$ cat src/rtl/shiftregister_circular_left_stepper.sv
// Left-rotating circular shift register with preset load and a start/busy/done stepped rotation.
// Optional macro REVOLUTION_FLAG_EN adds a full-revolution pulse output.
module shiftregister_circular_left_stepper #(
    parameter int unsigned WIDTH = 5,
    parameter int unsigned AW    = 4
) (
    input  logic             clockpulse,
    input  logic             clear,
    input  logic             preset_enable,
    input  logic [WIDTH-1:0] preset,
    input  logic             start,
    input  logic [AW-1:0]    amount,
    output logic [WIDTH-1:0] signal_q,
    output logic [WIDTH-1:0] signal_q_,
    output logic             busy,
`ifdef REVOLUTION_FLAG_EN
    output logic             done,
    output logic             revolution
`else
    output logic             done
`endif
);

    typedef enum logic [1:0] {IDLE, ROTATE, DONE} state_e;

    state_e           state_q, state_d;
    logic [WIDTH-1:0] reg_q, reg_d;
    logic [AW-1:0]    remaining_q, remaining_d;
    logic             busy_q, busy_d;
    logic             done_q, done_d;

    // Next-state, datapath and registered-output logic
    always_comb begin
        state_d     = state_q;
        reg_d       = reg_q;
        remaining_d = remaining_q;
        unique case (state_q)
            IDLE: begin
                if (preset_enable) begin
                    reg_d = preset;
                end else if (start) begin
                    if (amount != AW'(0)) begin
                        state_d     = ROTATE;
                        remaining_d = amount;
                    end else begin
                        state_d = DONE;
                    end
                end
            end
            ROTATE: begin
                reg_d       = {reg_q[WIDTH-2:0], reg_q[WIDTH-1]};
                remaining_d = remaining_q - AW'(1);
                if (remaining_q == AW'(1)) begin
                    state_d = DONE;
                end
            end
            DONE: begin
                state_d = IDLE;
            end
            default: begin
                state_d = IDLE;
            end
        endcase
        // busy drops one cycle early so that it covers only the non-final steps
        busy_d = (state_q == ROTATE) && (remaining_q != AW'(1));
        done_d = (state_d == DONE);
    end

    always_ff @(posedge clockpulse) begin
        if (!clear) begin
            state_q     <= IDLE;
            reg_q       <= '0;
            remaining_q <= '0;
            busy_q      <= 1'b0;
            done_q      <= 1'b0;
        end else begin
            state_q     <= state_d;
            reg_q       <= reg_d;
            remaining_q <= remaining_d;
            busy_q      <= busy_d;
            done_q      <= done_d;
        end
    end

    assign signal_q  = reg_q;
    assign signal_q_ = ~reg_q;
    assign busy      = busy_q;
    assign done      = done_q;

`ifdef REVOLUTION_FLAG_EN
    localparam int unsigned CW = (WIDTH > 2) ? $clog2(WIDTH) : 1;

    logic [CW-1:0] step_cnt_q, step_cnt_d;
    logic          revolution_q, revolution_d;
    logic          load_c, step_c;

    // Step counter modulo WIDTH, restarted by every accepted preset load
    always_comb begin
        load_c       = (state_q == IDLE) && preset_enable;
        step_c       = (state_q == ROTATE);
        step_cnt_d   = step_cnt_q;
        revolution_d = 1'b0;
        if (load_c) begin
            step_cnt_d = '0;
        end else if (step_c) begin
            if (step_cnt_q == CW'(WIDTH - 1)) begin
                step_cnt_d   = '0;
                revolution_d = 1'b1;
            end else begin
                step_cnt_d = step_cnt_q + CW'(1);
            end
        end
    end

    always_ff @(posedge clockpulse) begin
        if (!clear) begin
            step_cnt_q   <= '0;
            revolution_q <= 1'b0;
        end else begin
            step_cnt_q   <= step_cnt_d;
            revolution_q <= revolution_d;
        end
    end

    assign revolution = revolution_q;
`endif

endmodule

$ cat config.mk
export PLATFORM = sky130hd
export DESIGN_NAME = shiftregister_circular_left_stepper
export DESIGN_NICKNAME = d
export VERILOG_FILES = /design/src/rtl/shiftregister_circular_left_stepper.sv
export SDC_FILE = /design/constraint.sdc
export NUM_CORES = 1
export LEC_CHECK = 0
export ABC_AREA = 1
export CAP_MARGIN = 10
export CORE_UTILIZATION = 25
export DETAILED_ROUTE_END_ITERATION = 6
export GPL_ROUTABILITY_DRIVEN = 0
export PLACE_DENSITY_LB_ADDON = 0.3
export SLEW_MARGIN = 15
export SYNTH_ARGS = -nofsm -noshare
export SYNTH_HDL_FRONTEND = slang
export SYNTH_SLANG_ARGS = --single-unit
$ cat constraint.sdc
create_clock -name clockpulse -period 1.1 [get_ports clockpulse]
set_input_delay 0.33 -clock clockpulse [delete_from_list [all_inputs] [get_ports clockpulse]]
set_output_delay 0.33 -clock clockpulse [all_outputs]
set_load 0.02 [all_outputs]
==> metrics.md <==
| Metric | Value |
|---|---|
| Worst endpoint data arrival time | `0.79 ns` |
| Layout cells sized above 1 | `0.500` |
| Via/cell ratio | `4.48` |
| Die Area | `2940 sq um` |
| CP Capture Type | `output pin` |
| CTS H-Tree Depth | `1` |
| Clk_lat worst skew | `0.27 ns` |
| Initial antenna violation count | `0` |
| Worst hold slack | `0.437 ns` |
| CTS sink count | `13` |
| CTS tree | `done` |
| Worst vdd ir | `621 uV` |
| Yosys Warn Count | `0` |
| Largest stage delay, worst path | `0.36 ns` |
| Sequential area share after synthesis | `0.382` |
| Vias in the first global route | `664` |
| Hold WC Path Type | `input pin to register` |
| Crit path buf inv count | `2` |
| HPWL Detailed | `1330 um` |
| I/O pin count | `25` |
| Mapped Nets | `108` |
| N_diodes | `0` |
| DP Cell Count | `158` |
| Mean post-synth cell area | `7.32 sq um` |
| DRT Wirelength | `1800 um` |
| Total CTS buffers | `3` |
| CP max FO | `3` |
| Largest net degree at the start of global routing | `11` |
| Non-filler instance count after layout | `166` |
| Vias | `743` |
| Commonest non-fill, non-tap cell in the layout | `nand2_1` |
| CP max stage cell | `dfxtp_2` |
| Residual DRC | `0` |
| Final setup violation count | `6` |
| Most frequent cells in the layout | `21 x nand2_1, 20 x buf_4, 9 x o21ai_1, 9 x dfxtp_2, 8 x inv_2` |
| Final hold viol count | `0` |
| Crit path kind | `register to output pin` |
| Initial drt markers | `2` |
| First-pass GRT wire length | `2830 um` |
| Crit-path cells | `inv_2 -> buf_6` |
| Reg area | `272 sq um` |
| Die W | `54.2 um` |
| Max-Cap Viols | `0` |
| Worst-Margin Slew | `0.264 ns` |
| Initial Util | `0.270` |
| Worst hold stages | `3` |
| Detail Route Antenna Nets | `0` |
| Drt first pass iters | `2` |
| Final Core Density | `0.463` |
| Distinct cells, synth | `19` |
| Pre-CTS WS | `-0.425 ns` |
| Max-slew violation count | `0` |
| I/O Buffers | `24` |
| Reg clk slew, reported paths | `0.08 ns` |
| GRT overflow | `0` |
| Synthesized cell area | `681 sq um` |
| Die Ht | `54.2 um` |
| Max Clock Freq | `896 MHz` |
| Worst EP required | `0.77 ns` |
| Crit share post-route | `1.02` |
| Post-synthesis cell count | `93` |
| CP top delay family | `flip-flops` |
| Row count | `18` |
| Failing checks | `setup timing` |
| Worst path depth | `2` |
| Worst Setup Start Kind | `register` |
| Total GRT Usage | `0.134` |
| Area of the multi-input gates | `442 sq um` |
| Slew margin rel. | `0.824` |
| Layout area overhead | `71.7%` |
| Skew final | `0.00495 ns` |
| RSZ-0062 raised after global routing | `yes` |
| Overall power | `1.35 mW` |
| Clock Tree Buf Depth | `2` |
| Pleak | `0.514 nW` |
| Reg2Reg Depth | `7` |
| PwrDens | `1150 nW/um^2` |
| Yosys reg bits | `13` |
| Root buffer cell | `clkbuf_4` |
| WL/cell | `10.8 um` |
| Minimum clock period | `1.12 ns` |
| Layout Nets | `152` |
| Fillers | `269` |
| Worst Slack Setup Final | `-0.0166 ns` |
| Status | `finished, violations left` |
| Core ar. | `2520 sq um` |
[final cells by class]
cell class                      instances  area share
Tap cell                               30      0.0321
Timing Repair Buffer                   39       0.289
Inverter                               13      0.0460
Multi-Input combinational cell         67       0.378
Sequential cell                        13       0.232
Clock buffer                            4      0.0225
[timing repair]
item                                    in CTS  in global routing
pin swaps                                    8                  5
endpoints found under the setup margin      22                 23
resized for setup                           88                 15
hold buffers                                 0                  0
gates cloned                                 0                  1
buffers inserted                             2                  1
[power by group]
| part | internal, mW | switching, mW |
|---|---|---|
| combinational | 0.244 | 0.256 |
| sequential | 0.517 | 0.0348 |
| clock | 0.140 | 0.157 |
[synthesized netlist by cell type]
master,number,share of area
dfxtp_1,13,0.38
nand3_1,5,0.037
o21ai_4,1,0.024
nand2_1,21,0.12
buf_8,1,0.022
or2_1,1,0.0092
nand3_2,2,0.029
nand4_1,1,0.0092
a31oi_1,5,0.046
inv_2,3,0.017
o22a_1,1,0.013
inv_1,10,0.055
o21ai_1,9,0.066
nor2_1,8,0.044
a21oi_1,5,0.037
a21oi_2,1,0.013
nand2_4,1,0.017
ha_1,2,0.037
nand2_2,3,0.028
[logic make-up (layout without fill, tap and decap cells)]
kind of cell	after synthesis	count (layout)	share of synthesized area
AO/OA/AOI/OAI	22	23	0.199
buffers and inverters	14	56	0.0937
flip-flops	13	13	0.382
adder cells (fa/ha/maj)	2	2	0.0368
AND/OR/NAND/NOR	42	42	0.289
[per-stage QoR]
stage                     TNS (ns)  instance area (sq um)
after floorplan                  0                    682
after global placement       -6.16                   1030
after detailed placement     -6.40                   1030
after CTS                   -0.103                   1090
after global routing        -0.618                   1170
final                      -0.0522                   1170
[worst min-delay path, stage by stage]
cell            delay (ns)
dlymetal6s2s_1        0.20
o21ai_1               0.11
a31oi_1               0.04
[per-layer routing]
layer,global-route usage,share of wire,up-vias
met5,0,0,-
met4,0.0513,0.0083,0
met3,0.0254,0.022,2
met2,0.215,0.50,8
met1,0.176,0.47,341
li1,-,-,392
[state kept, by name (all words and copies together) (netlist names)]
signal / count
remaining_q: 4
busy: 1
done: 1
signal_q: 5
state_q: 2
[worst paths after layout]
| check | start | end | slack, ns |
|---|---|---|---|
| setup / recovery | signal_q[3] | signal_q_[3] | -0.02 |
| hold / removal | clear | signal_q[0] | 0.44 |
| setup reg to reg | remaining_q[0] | remaining_q[2] | 0.01 |
| hold reg to reg | remaining_q[3] | remaining_q[3] | 0.50 |
Power figures use the tool's default switching activity.
